--- src/rtl/serial_sub_16_bit.sv ---
// Digit-serial two's-complement subtractor: diff = a - b - bin, DIGIT bits per clock.
// Computed as a + ~b + ~bin through shift registers, with a start/busy/done handshake.
module serial_sub_16_bit #(
    parameter int WIDTH = 16,
    parameter int DIGIT = 1
) (
    input  logic             clk,
    input  logic             rst,
    input  logic             start,
    input  logic [WIDTH-1:0] a,
    input  logic [WIDTH-1:0] b,
    input  logic             bin,
    output logic             busy,
    output logic             done,
    output logic [WIDTH-1:0] diff,
    output logic             bout,
    output logic             ovf,
    output logic             zero
);
    localparam int N  = WIDTH / DIGIT;
    localparam int CW = $clog2(N) + 1;

    generate
        if (WIDTH % DIGIT != 0) begin : g_bad_digit
            $fatal(1, "serial_sub_16_bit: DIGIT must divide WIDTH exactly");
        end
    endgenerate

    typedef enum logic [1:0] {IDLE, RUN, DONE} state_t;

    state_t           state_reg;
    logic [WIDTH-1:0] a_reg;
    logic [WIDTH-1:0] b_reg;
    logic [WIDTH-1:0] res_reg;
    logic             carry_reg;
    logic [CW-1:0]    count_reg;
    logic             a_msb_reg;
    logic             b_msb_reg;

    logic [DIGIT:0]   sum_next;
    logic [WIDTH-1:0] res_next;
    logic             accept;
    logic             last;

    always_comb begin
        sum_next = {1'b0, a_reg[DIGIT-1:0]} + {1'b0, ~b_reg[DIGIT-1:0]}
                 + {{DIGIT{1'b0}}, carry_reg};
        // New sum digit enters at the MSB end so the result ends up LSB-aligned after N steps.
        res_next = (res_reg >> DIGIT) | (WIDTH'(sum_next[DIGIT-1:0]) << (WIDTH - DIGIT));
        accept   = start && (state_reg == IDLE || state_reg == DONE);
        last     = (count_reg == CW'(N - 1));
    end

    always_ff @(posedge clk or posedge rst) begin
        if (rst) begin
            state_reg <= IDLE;
            a_reg     <= '0;
            b_reg     <= '0;
            res_reg   <= '0;
            carry_reg <= 1'b0;
            count_reg <= '0;
            a_msb_reg <= 1'b0;
            b_msb_reg <= 1'b0;
            busy      <= 1'b0;
            done      <= 1'b0;
            diff      <= '0;
            bout      <= 1'b0;
            ovf       <= 1'b0;
            zero      <= 1'b0;
        end else begin
            case (state_reg)
                IDLE, DONE: begin
                    done <= 1'b0;
                    if (accept) begin
                        a_reg     <= a;
                        b_reg     <= b;
                        res_reg   <= '0;
                        carry_reg <= ~bin;
                        count_reg <= '0;
                        a_msb_reg <= a[WIDTH-1];
                        b_msb_reg <= b[WIDTH-1];
                        busy      <= 1'b1;
                        state_reg <= RUN;
                    end else begin
                        state_reg <= IDLE;
                    end
                end
                RUN: begin
                    a_reg     <= a_reg >> DIGIT;
                    b_reg     <= b_reg >> DIGIT;
                    res_reg   <= res_next;
                    carry_reg <= sum_next[DIGIT];
                    count_reg <= count_reg + 1'b1;
                    if (last) begin
                        diff      <= res_next;
                        bout      <= ~sum_next[DIGIT];
                        ovf       <= (a_msb_reg != b_msb_reg) && (res_next[WIDTH-1] != a_msb_reg);
                        zero      <= (res_next == '0);
                        done      <= 1'b1;
                        busy      <= 1'b0;
                        state_reg <= DONE;
                    end
                end
                default: begin
                    busy      <= 1'b0;
                    done      <= 1'b0;
                    state_reg <= IDLE;
                end
            endcase
        end
    end
endmodule

--- config.mk ---
export PLATFORM = sky130hd
export DESIGN_NAME = serial_sub_16_bit
export DESIGN_NICKNAME = d
export VERILOG_FILES = /design/src/rtl/serial_sub_16_bit.sv
export SDC_FILE = /design/constraint.sdc
export NUM_CORES = 1
export LEC_CHECK = 0
export ABC_AREA = 1
export CORE_ASPECT_RATIO = 2
export CORE_MARGIN = 5
export CORE_UTILIZATION = 47
export CTS_CLUSTER_SIZE = 28
export DETAILED_ROUTE_END_ITERATION = 12
export PLACE_DENSITY = 0.73
export SETUP_SLACK_MARGIN = 0.15
export SLEW_MARGIN = 20
export SYNTH_ARGS = -nofsm -noshare
export SYNTH_HDL_FRONTEND = slang
export SYNTH_SLANG_ARGS = --single-unit
--- constraint.sdc ---
create_clock -name clk -period 2.7 [get_ports clk]
set_clock_uncertainty 0.15 [all_clocks]
set_input_delay 0.54 -clock clk [delete_from_list [all_inputs] [get_ports clk]]
set_output_delay 0.54 -clock clk [all_outputs]
set_load 0.02 [all_outputs]
## Word level (Yosys, flattened, before mapping)

Cells that the tools add are included.

- Register bits: 79
- Bits of input ports: 36
- Word-level logic and storage cells: 57

- Add/sub/neg operators: 3
- Equality and inequality tests: 7
- Multiplexer cells: 18
- Bitwise logic cells: 4
- Reduce and logical (&&, ||, !) cells: 11

Operators by type and width:

| cell | number |
|---|---|
| 16-bit case mux with 2 select lines | 3 |
| 16-bit two-way mux | 3 |
| 16-bit logical NOT | 1 |
| 15-bit by 16-bit OR with 16-bit output | 1 |
| 5-bit case mux with 2 select lines | 1 |
| 2-bit AND reduction | 4 |
| 1-bit two-way mux | 6 |
| 5-bit by 1-bit adder with 5-bit output (second input constant) | 1 |
| 5-bit by 4-bit equality test with 1-bit output (second input constant) | 1 |
| 5-bit two-way mux | 1 |
| 2-bit inequality test (second input constant) | 2 |
| 1-bit case mux with 2 select lines | 2 |
| 2-bit case mux with 2 select lines | 1 |
| 1-bit inverter | 3 |
| 1-bit by 1-bit adder with 2-bit output | 1 |
| 2-bit by 1-bit adder with 2-bit output | 1 |
| 2-bit by 1-bit equality test with 1-bit output (second input constant) | 1 |
| 2-bit equality test (second input constant) | 1 |
| 1-bit logical AND | 2 |
| 2-bit logical NOT | 1 |
| 2-bit two-way mux | 1 |
| 1-bit inequality test | 2 |
| 2-bit nonzero test | 1 |
| 2-bit OR reduction | 1 |
| 1-bit logical OR | 1 |

## Longest topological paths before layout

Gate-level depths: netlist of run 1.

- Word-level depth: 6
- Mapped depth: 10
- Depth with buffers taken out: 9

## Worst setup path before layout of run 1

OpenSTA, ideal clock, no wires.

- Path type: register to register
- Start point: reg count_reg[0]
- End point: reg bout
- Data arrival time: 1.436 ns
- Required time: 2.476 ns
- Path slack: 1.040 ns
- Stages on the path, launching flop included: 11
- Path buffers: 1
- Cell sequence: dfrtp_1 -> ha_1 -> nand2_1 -> nor2_1 -> ha_1 -> inv_1 -> nor2_8 -> inv_4 -> buf_6 -> nand2_1 -> o21ai_2

- Word-level cells in the longest chain between the ends: 2

Ends and longest elaborated chain:

| what | line | RTL |
|---|---|---|
| from (decl) | 36 | `logic [CW-1:0] count_reg;` |
| from (signal assigned) | 93 | `count_reg <= count_reg + 1'b1;` |
| 5-bit by 4-bit equality test with 1-bit output | 51 | `last = (count_reg == CW'(N - 1));` |
| 2-bit AND reduction (no line) | - |  |
| to (signal assigned) | 96 | `bout <= ~sum_next[DIGIT];` |
| to (decl) | 16 | `output logic bout,` |

No other way between the ends.
A chain may end at the register's enable or synchronous reset.

## Worst setup path after layout of run 1

- Start point: reg done
- End point: out done

RTL lines:

| what | line | RTL |
|---|---|---|
| from (decl) | 14 | `output logic done,` |
| from (signal assigned) | 65 | `done <= 1'b0;` |
| from (signal assigned) | 73 | `done <= 1'b0;` |
| from (signal assigned) | 99 | `done <= 1'b1;` |

No word-level cell between the ends.

==> impl_results.md, run 1 <==
- Critical Path AT: 1.31 ns
- Remaining routing DRC violations: 0
- CP Class: flop to output pin
- Clk Latency, worst-skew pair: 0.33 ns
- CTS hold repair buffers: 0
- Initial antenna violation count: 0
- Worst hold slack: between 0.3 and 0.4 ns
- Max IR drop VDD: between 0.6 and 0.7 mV
- Rel. slew slack: between 60% and 70%
- Pin count of the biggest net entering global routing: 37
- CTS tree: done
- Vias/cell: 4.92
- Initial Util: about 48%
- Final Cycle Share: roughly three quarters
- Worst Setup SP: done
- Final instance area: about 4200 um^2
- Top cell family by delay on the critical path: buffers and inverters
- First-pass GRT wire length: 11200 um
- Via count: 2461
- Congestion Overflow GR: 0
- Mapped Cells: around 350
- Hold/Removal Path Class: flop to flop
- Area after DPL: 3890 um^2
- P&R area growth vs syn: 28.6%
- Slew Viols, Final: 0
- Share of cells above drive strength 1: 11.0%
- Min-Delay Startpoint: diff[6]
- Reg area: ~1900 um^2
- Drt wl/cell: ~13 um
- Post-Syn Nets: between 300 and 400
- CTS H-Tree Depth: 3
- Buffer depth of the longest clock path: 2
- Post-DP HPWL: ~4500 um
- Post-CTS Setup Bufs: 0
- Syn_area_per_cell: between 9 and 10 um^2
- Clock-pin slew on the worst setup and hold paths: 0.06 ns
- Power per Cell Area: around 1200 nW/um^2
- Final #Nets: about 440
- CTS root buf: clkbuf_16
- # setup viols final: 0
- Synth Cell Area: around 3300 um^2
- Measured slew at the worst slew-check pin: between 0.5 and 0.6 ns
- Total wire length: between 6000 and 7000 um
- GRT Total Usage: between 15 and 20%
- Chip height: 128 um
- Synth unique cells: 23
- Run status: finished clean
- FF-to-FF Start: count_reg[0]
- Row Count: 43
- Clock sink count: 77
- First-pass DRT Iterations: 4
- Sequential share of the synthesized area: about three fifths
- Vias in the first global route: around 2500
- Tot Pwr: roughly 4900 uW
- Slowest CP cell: clkdlybuf4s50_1
- Multi-input combinational cell area: 1100 um^2
- Top Ports: 57
- Seq cells post-synth: between 70 and 80
- Port Buffers: 56
- Setup repair after global routing missed its margin: no
- YS warnings: 0
- Final antenna-violating net count: 0
- Startpoint Class: flop
- Buf/Inv on CP: 1
- CTS Buf Count: 9
- Antenna diode instance count: 0
- Core area: between 6000 and 7000 um^2
- CP Capture Type: output pin
- Fmax: roughly 500 MHz
- Full die area: ~9000 um^2
- GP Congestion: 0.812
- First DRT Iteration DRCs: 115
- Leakage power: 0.00197 uW
- Cell Chain, Critical Path: clkdlybuf4s50_1
- Final Hold Viols: 0
- Final min period: between 2 and 2.5 ns
- Setup TNS Final: 0 ns
- Required time worst endpoint: around 2 ns
- Core Util, Final: between 60% and 70%
- Filler cells: around 630
- Max-Cap Viols: 0
- Worst path max stage delay: 0.61 ns
- Cts repair resizes: 0
- Crit path max fanout: 3
- Die W: slightly below 70 um
## cell usage after synthesis (all sizes together)
| library cell | number | area share (%) |
|---|---|---|
| a21oi | 3 | 0.46 |
| buf | 17 | 3.7 |
| dfrtp | 77 | 59 |
| fa | 1 | 0.61 |
| ha | 2 | 0.76 |
| inv | 33 | 3.9 |
| nand2 | 126 | 15 |
| nand3 | 29 | 4.4 |
| nor2 | 15 | 2.2 |
| nor3 | 1 | 0.15 |
| o211ai | 4 | 1.1 |
| o21ai | 25 | 5.8 |
| o22ai | 18 | 3.4 |
## power breakdown
group	switching, uW	total (uW)	internal (uW)
combinational	1020	1700	685
sequential	256	1890	1630
clock	443	1300	856
total	1720	4890	3170
## placed cells by master (no fill, tap or decap), drive strengths merged, types with 12 or more instances in the layout
cell             n
clkbuf          12
clkdlybuf4s50   56
dfrtp           77
inv             32
nand2          126
nand3           29
nor2            15
o21ai           25
o22ai           18
## layout make-up
type / instances / area share (%)
inverter: 33 / 3.14
timing repair buffer: 60 / 14.6
multi-input combinational: 224 / 26.2
sequential: 77 / 45.7
clock buffer: 12 / 6.08
clock inverter: 4 / 1.66
tap: 90 / 2.67
## metrics by stage
step | setup slack (ns) | instances
finish | 0.697 | 500
global route | 0.623 | 500
CTS | 0.681 | 500
detailed placement | 0.585 | 484
global placement | 0.627 | 484
floorplan | 1.04 | 351
## path summary, 6_finish.rpt
check / endpoint / slack (ns) / depth (start not counted)
max in group asynchronous: diff[4] / 1.43 / 3
min in group asynchronous: b_reg[14] / 0.45 / 2
max: done / 0.70 / 1
min reg2reg: diff[6] / 0.33 / 2
max reg2reg: bout / 0.76 / 9
min: diff[6] / 0.33 / 2
## logic make-up after synthesis
logic type                 Yosys count  share of synthesized area (%)
DFF                                 77                           58.7
buffers and inverters               50                           7.62
adders and majority gates            3                           1.37
and+or+nand+nor                    171                           21.6
AOI/OAI and AO/OA                   50                           10.7
## metal layers
layer | track usage [%] | wire length, um | up-vias
li1 | - | - | 1230
met1 | 16.6 | 2550 | 1158
met2 | 28.2 | 3280 | 57
met3 | 4.79 | 344 | 16
met4 | 7.59 | 182 | 0
met5 | 0 | 0 | -
(Power assumes the default switching activity.)
==> inputs of run 2 (changes only) <==
Clock period 2.7 ns to 1.65 ns, I/O delays scaled along.
==> impl_results.md, run 2 (synthesis gave the netlist of run 1 again) <==
- Post-DP HPWL: 4960 um
- CTS Buf Count: 9
- Full die area: 8850 um^2
- Vias/cell: ~5.0
- Clock sink count: slightly below 80
- Cell Chain, Critical Path: ha_2 -> nand2_2 -> nor2_2 -> ha_2 -> inv_2 -> nor2_8 -> inv_8 -> buf_12 -> nand2_1 -> o21ai_2
- Initial Util: 47.7%
- Die W: around 69 um
- Worst R2R End: diff[8]
- # setup viols final: 3
- Chip height: 128 um
- Via count: 2566
- Final antenna-violating net count: 0
- Core Util, Final: between 60% and 70%
- FF-to-FF Start: count_reg[0]
- Max-Cap Viols: 0
- Fmax: around 600 MHz
- Startpoint Class: flop
- Critical Path AT: ~1.7 ns
- Port Buffers: 56
- P&R area growth vs syn: 34.5%
- Final min period: between 1.5 and 2 ns
- Core area: between 6000 and 7000 um^2
- Leakage power: 0.00209 uW
- Final #Nets: 462
- FF-to-FF setup slack: -0.003 ns
- Run status: finished, violations left
- First-pass GRT wire length: between 10000 and 15000 um
- Total wire length: 6970 um
- Rel. slew slack: roughly four fifths
- CTS hold repair buffers: 0
- GRT Total Usage: 16.8%
- Buffer depth of the longest clock path: 2
- Power per Cell Area: roughly 1900 nW/um^2
- Critical path's most frequent cell: ha_2
- Multi-input combinational cell area: between 1000 and 1500 um^2
- Filler cells: 614
- First DRT Iteration DRCs: between 70 and 80
- First-pass DRT Iterations: 6
- Measured slew at the worst slew-check pin: around 0.28 ns
- Hold/Removal Path Class: input pin to asynchronous set/reset pin
- Most frequent cells in the layout: nand2_1 (104), dfrtp_1 (77), clkdlybuf4s50_1 (35)
- Tot Pwr: approximately 8200 uW
- Top Ports: 57
- Slew Viols, Final: 0
- Antenna diode instance count: 0
- Initial antenna violation count: 0
- Final setup margin: -0.00317 ns
- Worst Setup SP: count_reg[0]
- Vias in the first global route: roughly 2700
- Crit path max fanout: 10
- R2R depth: 10
- CTS root buf: clkbuf_16
- CTS H-Tree Depth: 3
- Row Count: between 40 and 50
- Setup repair after global routing missed its margin: yes
- Slowest CP cell: dfrtp_1
- Pin count of the biggest net entering global routing: 33
- Clock-pin slew on the worst setup and hold paths: 0.06 ns
- Required time worst endpoint: ~1.7 ns
- GP Congestion: between 0.8 and 0.9
- Remaining routing DRC violations: 0
- Most common cell after layout, fill and taps aside: nand2_1
- Worst path max stage delay: around 0.35 ns
- Clk Latency, worst-skew pair: about 0.33 ns
- Failing checks: negative setup slack
- Drt wl/cell: approximately 13 um
- Max IR drop VDD: slightly below 1 mV
- Congestion Overflow GR: 0
- CTS tree: done
- Final Hold Viols: 0
- CP Capture Type: flop
- Share of cells above drive strength 1: between 20 and 30%
- Reg area: 1930 um^2
- CP Class: flop to flop
- Final Cycle Share: 100%
## run 2: changes by cell type in the layout (fill, tap and decap cells not counted), moves of 3 or more
cell             previous run  this run
inv_2                       1         4
buf_4                       2        13
nand2_2                     2        20
clkdlybuf4s15_2             0         7
clkbuf_2                    0        13
clkdlybuf4s50_1            56        35
nand2_1                   123       104
inv_1                      29        26
buf_12                      2         6
## run 2: how the worst max path moves through the flow
stage / to / slack [ns]
after floorplan: bout / 0.04
after global placement: b_reg[14] / 0.03
after detailed placement: b_reg[14] / -0.03
after CTS: diff[9] / 0.01
after global routing: diff[4] / -0.09
final: diff[8] / -0.003
## run 2: power breakdown
part / internal [uW] / total, uW / switching (uW)
sequential: 2670 / 3130 / 455
clock: 1210 / 1930 / 721
combinational: 1290 / 3120 / 1830
total: 5170 / 8180 / 3000
## run 2: metal layers
metal / vias up / track usage (%) / part of all wire (%)
li1: 1262 / - / -
met1: 1223 / 16.5 / 38
met2: 62 / 31.5 / 55
met3: 19 / 5.10 / 4.5
met4: 0 / 7.94 / 2.8
met5: - / 0 / 0
## run 2: per-stage QoR
stage	setup WS, ns	hold WS [ns]	area, um^2	TNS [ns]	std cells
detailed placement	-0.0261	0.320	4060	-0.0412	499
finish	-0.00317	0.147	4410	-0.00544	518
global placement	0.0347	0.309	4060	0	499
global route	-0.0862	0.157	4410	-1.36	518
CTS	0.00968	0.140	4440	0	517
floorplan	0.0375	0.302	3290	0	351
## run 2: area by class of cell
type / instances / area share [%]
clock buffer: 12 / 5.58
timing repair buffer: 78 / 17.4
inverter: 33 / 3.17
sequential: 77 / 43.7
tap: 90 / 2.55
multi-input combinational: 224 / 26.6
clock inverter: 4 / 1.08
## run 2: timing repair
item / 4_1_cts / 5_1_grt
setup buffers: 1 / 1
pin swaps: 6 / 4
cloned: 1 / 0
endpoints found under the setup margin: 42 / 37
gates resized for setup: 69 / 30
## run 2: critical path, delay by kind of cell (launching register included)
kind | cells | cell delay, ns
AO/OA/AOI/OAI | 1 | 0.05
adder cells (fa/ha/maj) | 2 | 0.38
buffers and inverters | 3 | 0.26
flip-flops | 1 | 0.35
AND/OR/NAND/NOR | 4 | 0.36
